--- src/rtl/pc_sequencer.sv ---
// Fetch-stage PC sequencer: sequential fetch, branch/jump redirects, stall hold with a pending
// redirect slot, and exception vectoring. Define ALIGN_CHECK_EN to trap misaligned targets.
module pc_sequencer #(
  parameter logic [31:0] RESET_PC   = 32'h0000_0000,
  parameter logic [31:0] EXC_VECTOR = 32'h0000_0080
) (
  input  logic        clk,
  input  logic        rst_n,
  input  logic        stall_i,
  input  logic        branch_taken_i,
  input  logic [31:0] branch_target_i,
  input  logic        jump_i,
  input  logic [31:0] jump_target_i,
  input  logic        exc_i,
  output logic [31:0] pc_o,
  output logic [31:0] pc_plus4_o,
  output logic        if_valid_o,
  output logic        flush_o,
  output logic        addr_err_o
);

  localparam logic [1:0] BOOT = 2'd0;
  localparam logic [1:0] RUN  = 2'd1;
  localparam logic [1:0] HOLD = 2'd2;
  localparam logic [1:0] PEND = 2'd3;

  logic [1:0]  state_q, state_d;
  logic [31:0] pc_q, pc_d;
  logic [31:0] pend_q, pend_d;
  logic        redirect;
  logic [31:0] raw_target;
  logic [31:0] target;
  logic        misaligned;
  logic        flush;
  logic        addr_err;

  assign redirect   = branch_taken_i | jump_i;
  assign raw_target = branch_taken_i ? branch_target_i : jump_target_i;

`ifdef ALIGN_CHECK_EN
  assign misaligned = |raw_target[1:0];
  assign target     = raw_target;
`else
  assign misaligned = 1'b0;
  assign target     = raw_target & 32'hFFFF_FFFC;
`endif

  always_comb begin
    state_d  = state_q;
    pc_d     = pc_q;
    pend_d   = pend_q;
    flush    = 1'b0;
    addr_err = 1'b0;
    if (exc_i) begin
      pc_d    = EXC_VECTOR;
      pend_d  = 32'h0;
      flush   = 1'b1;
      state_d = RUN;
    end else begin
      case (state_q)
        BOOT: state_d = RUN;
        RUN, HOLD: begin
          if (redirect && misaligned) begin
            // Bad target traps exactly like an exception request.
            addr_err = 1'b1;
            pc_d     = EXC_VECTOR;
            pend_d   = 32'h0;
            flush    = 1'b1;
            state_d  = RUN;
          end else if (redirect) begin
            flush = 1'b1;
            if (stall_i) begin
              pend_d  = target;
              state_d = PEND;
            end else begin
              pc_d    = target;
              state_d = RUN;
            end
          end else if (stall_i) begin
            state_d = HOLD;
          end else begin
            pc_d    = pc_q + 32'd4;
            state_d = RUN;
          end
        end
        PEND: begin
          // Younger redirects are dropped; the latched one is older in program order.
          if (!stall_i) begin
            pc_d    = pend_q;
            pend_d  = 32'h0;
            state_d = RUN;
          end
        end
        default: state_d = BOOT;
      endcase
    end
  end

  always_ff @(posedge clk or negedge rst_n) begin
    if (!rst_n) begin
      state_q <= BOOT;
      pc_q    <= RESET_PC;
      pend_q  <= 32'h0;
    end else begin
      state_q <= state_d;
      pc_q    <= pc_d;
      pend_q  <= pend_d;
    end
  end

  assign pc_o       = pc_q;
  assign pc_plus4_o = pc_q + 32'd4;
  assign flush_o    = flush;
  assign if_valid_o = (state_q != BOOT) && !flush;
  assign addr_err_o = addr_err;

endmodule

--- config.mk ---
export PLATFORM = sky130hd
export DESIGN_NAME = pc_sequencer
export DESIGN_NICKNAME = d
export VERILOG_FILES = /design/src/rtl/pc_sequencer.sv
export SDC_FILE = /design/constraint.sdc
export NUM_CORES = 1
export LEC_CHECK = 0
export BUFFER_PORTS_ARGS = -buffer_cell sky130_fd_sc_hd__buf_2
export CAP_MARGIN = 20
export CORE_MARGIN = 2
export CORE_UTILIZATION = 46
export DETAILED_ROUTE_END_ITERATION = 10
export GPL_TIMING_DRIVEN = 1
export MAX_ROUTING_LAYER = met4
export PLACE_DENSITY = 0.74
export SLEW_MARGIN = 15
export SYNTH_ARGS = -nofsm -noshare
export SYNTH_HDL_FRONTEND = slang
export SYNTH_SLANG_ARGS = --single-unit
--- constraint.sdc ---
create_clock -name clk -period 5.5 [get_ports clk]
set_input_delay 1.65 -clock clk [delete_from_list [all_inputs] [get_ports clk]]
set_output_delay 1.65 -clock clk [all_outputs]
set_load 0.01 [all_outputs]
### After elaboration in Yosys (flattened, before gate mapping)

Index checks and enable logic that the tools add are counted.

| storage, ports and cells | value |
|---|---|
| logic and storage cells | 41 |
| output and inout bits | 67 |
| flip-flop bits (word level) | 66 |
| input port bits | 70 |

| cells by class | value |
|---|---|
| equal/unequal tests | 7 |
| add/subtract/negate cells | 1 |
| muxes and demuxes | 21 |
| reductions and logical operators | 8 |
| bitwise operators | 1 |

Operators by type and width:

| cell | count |
|---|---|
| $mux 32 | 10 |
| $pmux 32 s2 | 2 |
| $add 32x3->32 const B | 1 |
| $ne 3x3->1 const B | 4 |
| $mux 2 | 5 |
| $pmux 2 s3 | 1 |
| $eq 2x2->1 const B | 2 |
| $reduce_and 4->1 | 1 |
| $mux 1 | 3 |
| $reduce_and 3->1 | 1 |
| $reduce_bool 3->1 | 1 |
| $eq 2x1->1 const B | 1 |
| $logic_not 2->1 | 1 |
| $reduce_bool 2->1 | 1 |
| $reduce_or 2->1 | 1 |
| $logic_and 1x1->1 | 1 |
| $logic_not 1->1 | 1 |
| $or 1x1->1 | 1 |

### Logic depth before layout (Yosys ltp)

| logic depth | value |
|---|---|
| depth after elaboration | 6 |
| mapped depth | 10 |

### Worst setup path after synthesis

Ideal clock, no wire load.

| timing path | value |
|---|---|
| path kind | input port to output port |
| start point | input port jump_i |
| end point | output port if_valid_o |
| stages on the path | 7 |
| slack | 1073 ps |
| arrival time | 2777 ps |
| cell sequence | clkbuf_1 > or2_2 > clkbuf_1 > clkbuf_1 > nand2_1 > nand2_1 > nor2_1 |

| on the way | value |
|---|---|
| cells in the longest elaborated chain, start to end | 6 |

RTL lines:

| element | line | RTL |
|---|---|---|
| start, declared | 12 | `input logic jump_i,` |
| $or 1x1->1 | 37 | `assign redirect = branch_taken_i \| jump_i;` |
| $mux 1 | 70 | `end else if (redirect) begin` |
| $mux 1 | 60 | `case (state_q)` |
| $mux 1 | 54 | `if (exc_i) begin` |
| named net flush_o | 18 | `output logic flush_o,` |
| $logic_not 1->1 | 114 | `assign if_valid_o = (state_q != BOOT) && !flush;` |
| $logic_and 1x1->1 | 114 |  |
| end, declared | 17 | `output logic if_valid_o,` |

The timed path passes the listed nets, and every way through them passes these cells.

### Worst setup path after layout

| timing path | value |
|---|---|
| start point | input port jump_i |
| end point | output port if_valid_o |

| on the way | value |
|---|---|
| cells in the longest elaborated chain, start to end | 6 |

RTL lines:

| element | line |
|---|---|
| $or 1x1->1 | 37 |
| $mux 1 | 70 |
| $mux 1 | 60 |
| $mux 1 | 54 |
| $logic_not 1->1 | 114 |
| $logic_and 1x1->1 | 114 |

Every way passes these cells.

==> impl_metrics.ini <==
[status]
run_status = completed

[critical_path]
worstSetupEndpointType = primary output
critPathSlowestCell = or2_2
ff2ff_setup_slack_ns = 2.36
worst-path-max-fanout = 26
cp.required_ns = 3.85
critPathMaxStageDelay_ns = 0.36
critical_path.top_delay_family = simple AND/OR/NAND/NOR gates
crit_chain = buf_2 -> or2_2 -> nand2_1 -> nand2_1 -> nor2_1 -> buf_2
crit_buf_inv = 2
cp_data_arrival_time_ns = 2.66
setup.worst_path.start_class = input pin
reg2reg_to = pend_q[26]$_DFFE_PN0P_
cells_on_worst_reg2reg_path = 5
worst_reg2reg_path_startpoint = state_q[0]$_DFFE_PN0N_
crit_type = input pin to primary output

[synth]
synth_mux_area_share_pct = 7.03
syn-mean-instance-area_um2 = 8.31
post_synthesis_cell_area_um2 = 4430
synthDominantAreaCellType = dfrtp_1
syn_inst = 533
post-synth-top-area-fraction_pct = 35.0
most_used_flip_flop_cell_after_synthesis = dfrtp_1
synth-edff-count = 0
synth_common_cells = 70 x nand2_1, 62 x dfrtp_1, 43 x nor2_1
synth.lib_cells_used.distinct = 61
post_synth_simple_gate_area_pct = 20.9
synth_warn = 0
synth_top_family_by_area = compound AO/OA/AOI/OAI gates
synth.yosys.seq_area_share_pct = 35.0
synth_seq_cells = 62
synth_area_leaders = dfrtp_1 35%, mux2i_1 6.8%, nand2_1 5.9%
async_flop_share_pct = 100
post_synth_fa_ha_maj_area_fraction_pct = 0.847
synth_compound_area_share_pct = 24.4
post_synth_xor_area_fraction_pct = 5.14
synth_most_common_cell = nand2_1

[clock_tree]
cts_setup_buffers = 0
clock_sinks = 62
worst_setup_hold_path_clk_slew_ns = 0.07
post_cts_resize_count = 0
ctsRootBufferMaster = clkbuf_8
clk_path_buf_depth = 2
cts_inserted_buffers = 9
cts_tree = built
cts.htree.levels = 3
clock_latency_ns = 0.35
ctsHoldBuffers = 0

[route]
first_iter_violations = 339
routed_via_density = 6.07
detailroute.via_count = 4647
drtAntennaViolNets = 0
drc = 0
wl_per_cell_um = 18.5
route.final.wire_length_mm = 14.2
drt_first_pass_iters = 5

[timing]
hold_violations = 0
hold-worst-slack_ns = 0.480
max_slew_violation_total_from_the_final_report = 0
max_slew_margin_pct = 38.0
unrepaired_setup_endpoints_after_global_routing = false
fin_crit_sh_pct = 78.4
final.setup_skew_ns = 0.00674
final_min_period_ns = 4.31
setup_violations = 0
finalSetupTns_ns = 0
worstMarginPinSlew_ns = 0.917
maxClockFrequency_mhz = 232

[cells_and_area]
post_route_cells_drive_above_1_share_pct = 25.6
layout.cell_area.non_filler_um2 = 5310
areaGrowthSynthToFinish_pct = 19.9
final_nets = 705
final-seq-area_um2 = 1550
finalNonFillerCells = 766
area_of_the_multi_input_gates_um2 = 2620
utilization_pct = 57.2
layout.filler_cells = 888
num_antenna_cells = 0

[die]
core_area_um2 = 9280
initial_utilization_pct = 47.7
die-height_um = 102
floorplan.rows = 35
die_width_um = 102
die_area_um2 = 10400
num_io_pins = 137

[pwr]
irDropWorstVdd_uv = 137
p_sw_uw = 445
power.internal_uw = 902
leakagePower_uw = 0.00250
power_per_cell_area_nw_per_um2 = 254
p_sw_share_pct = 33.1
comb_power_share_pct = 24.8
power.clock.fraction_pct = 33.6
share_seq_of_total_power_pct = 41.5

[placed_design]
placed_area_um2 = 5100
place_inst = 750
io_buffer_count = 127
globalplace.congestion = 0.916
place_hpwl_mm = 10.0

[worst_hold_path]
hold_path_startpoint = pend_q[4]$_DFFE_PN0P_
timing.hold.worst_endpoint = pend_q[4]$_DFFE_PN0P_
min_path_cells = 2
min_path_type = register to register

[global_route]
grt_start_max_net_pins = 65
gr-usage-all-layers_pct = 28.7
global_route_wire_length_before_repair_mm = 22.6
antenna_found_initial = 0
via_count_of_the_first_global_routing_pass = 4512
overflow = 0

[flow_run]
maxCapViolations = 0
-- final cells by class --
class | instances | area share (%)
clock inverter | 4 | 1.32
inverter | 21 | 1.48
clock buffer | 12 | 2.73
sequential | 62 | 29.2
tap | 129 | 3.04
timing repair buffer | 134 | 13.0
multi-input combinational | 404 | 49.3
-- worst register-to-register path, cell delays in order (launching register included) --
cell and delay [ns]:
dfrtp_1 0.37, ha_1 0.76, clkinv_1 0.61, a41oi_4 0.60
buf_4 0.49, o31ai_1 0.17
-- registers in the layout (all words and copies together), names as in the netlist --
register	flops
pc_o	30
pend_q	30
state_q	2
-- per-layer routing --
metal	vias up	wire (µm)	GRT usage, %
met4	0	466	11.6
met5	-	0	-
met3	46	1200	5.75
met1	2184	5880	35.7
li1	2157	-	-
met2	260	6650	46.1
-- cells in the final DEF (no fill, tap or decap), types with 15 or more instances in the layout --
cell type / instances
buf_2: 127
nand2_1: 70
dfrtp_1: 62
nor2_1: 43
mux2i_1: 30
o31ai_1: 30
a21oi_1: 20
xnor2_1: 19
inv_1: 19
o21ai_0: 19
nand4_1: 18
nand3_1: 15
-- cell families (layout without fill, tap and decap cells) --
family / Yosys count / in the layout
AOI/OAI and AO/OA: 150 / 150
xor gates and xnor gates: 26 / 26
adders and majority gates: 3 / 3
buffers and inverters: 71 / 171
DFF: 62 / 62
muxes: 31 / 31
other: 1 / 5
and+or+nand+nor: 189 / 189
-- how the worst max path moves through the flow --
stage | start | to | slack (ns) | cells after the start
after floorplan | jump_i | if_valid_o | 1.07 | 7
after global placement | jump_i | if_valid_o | 1.20 | 6
after detailed placement | jump_i | if_valid_o | 1.20 | 6
after CTS | jump_i | if_valid_o | 1.19 | 6
after global routing | pc_o[6]$_DFFE_PN0P_ | pc_plus4_o[26] | 1.10 | 5
final | jump_i | if_valid_o | 1.19 | 6
-- power groups by stage --
stage / Combinational, µW / Sequential [µW] / Clock (µW)
final: 335 / 559 / 453
after global routing: 368 / 564 / 477
after CTS: 333 / 557 / 454
after detailed placement: 332 / 565 / 0
after global placement: 324 / 562 / 0
after floorplan: 204 / 556 / 0
-- stage by stage --
stage	setup WS (ns)	total power [µW]
2_1_floorplan	1.07	760
3_3_place_gp	1.20	887
3_5_place_dp	1.20	897
4_1_cts	1.19	1340
5_1_grt	1.10	1410
6_report	1.19	1350
Note: power is estimated with default switching activity, not from simulation.
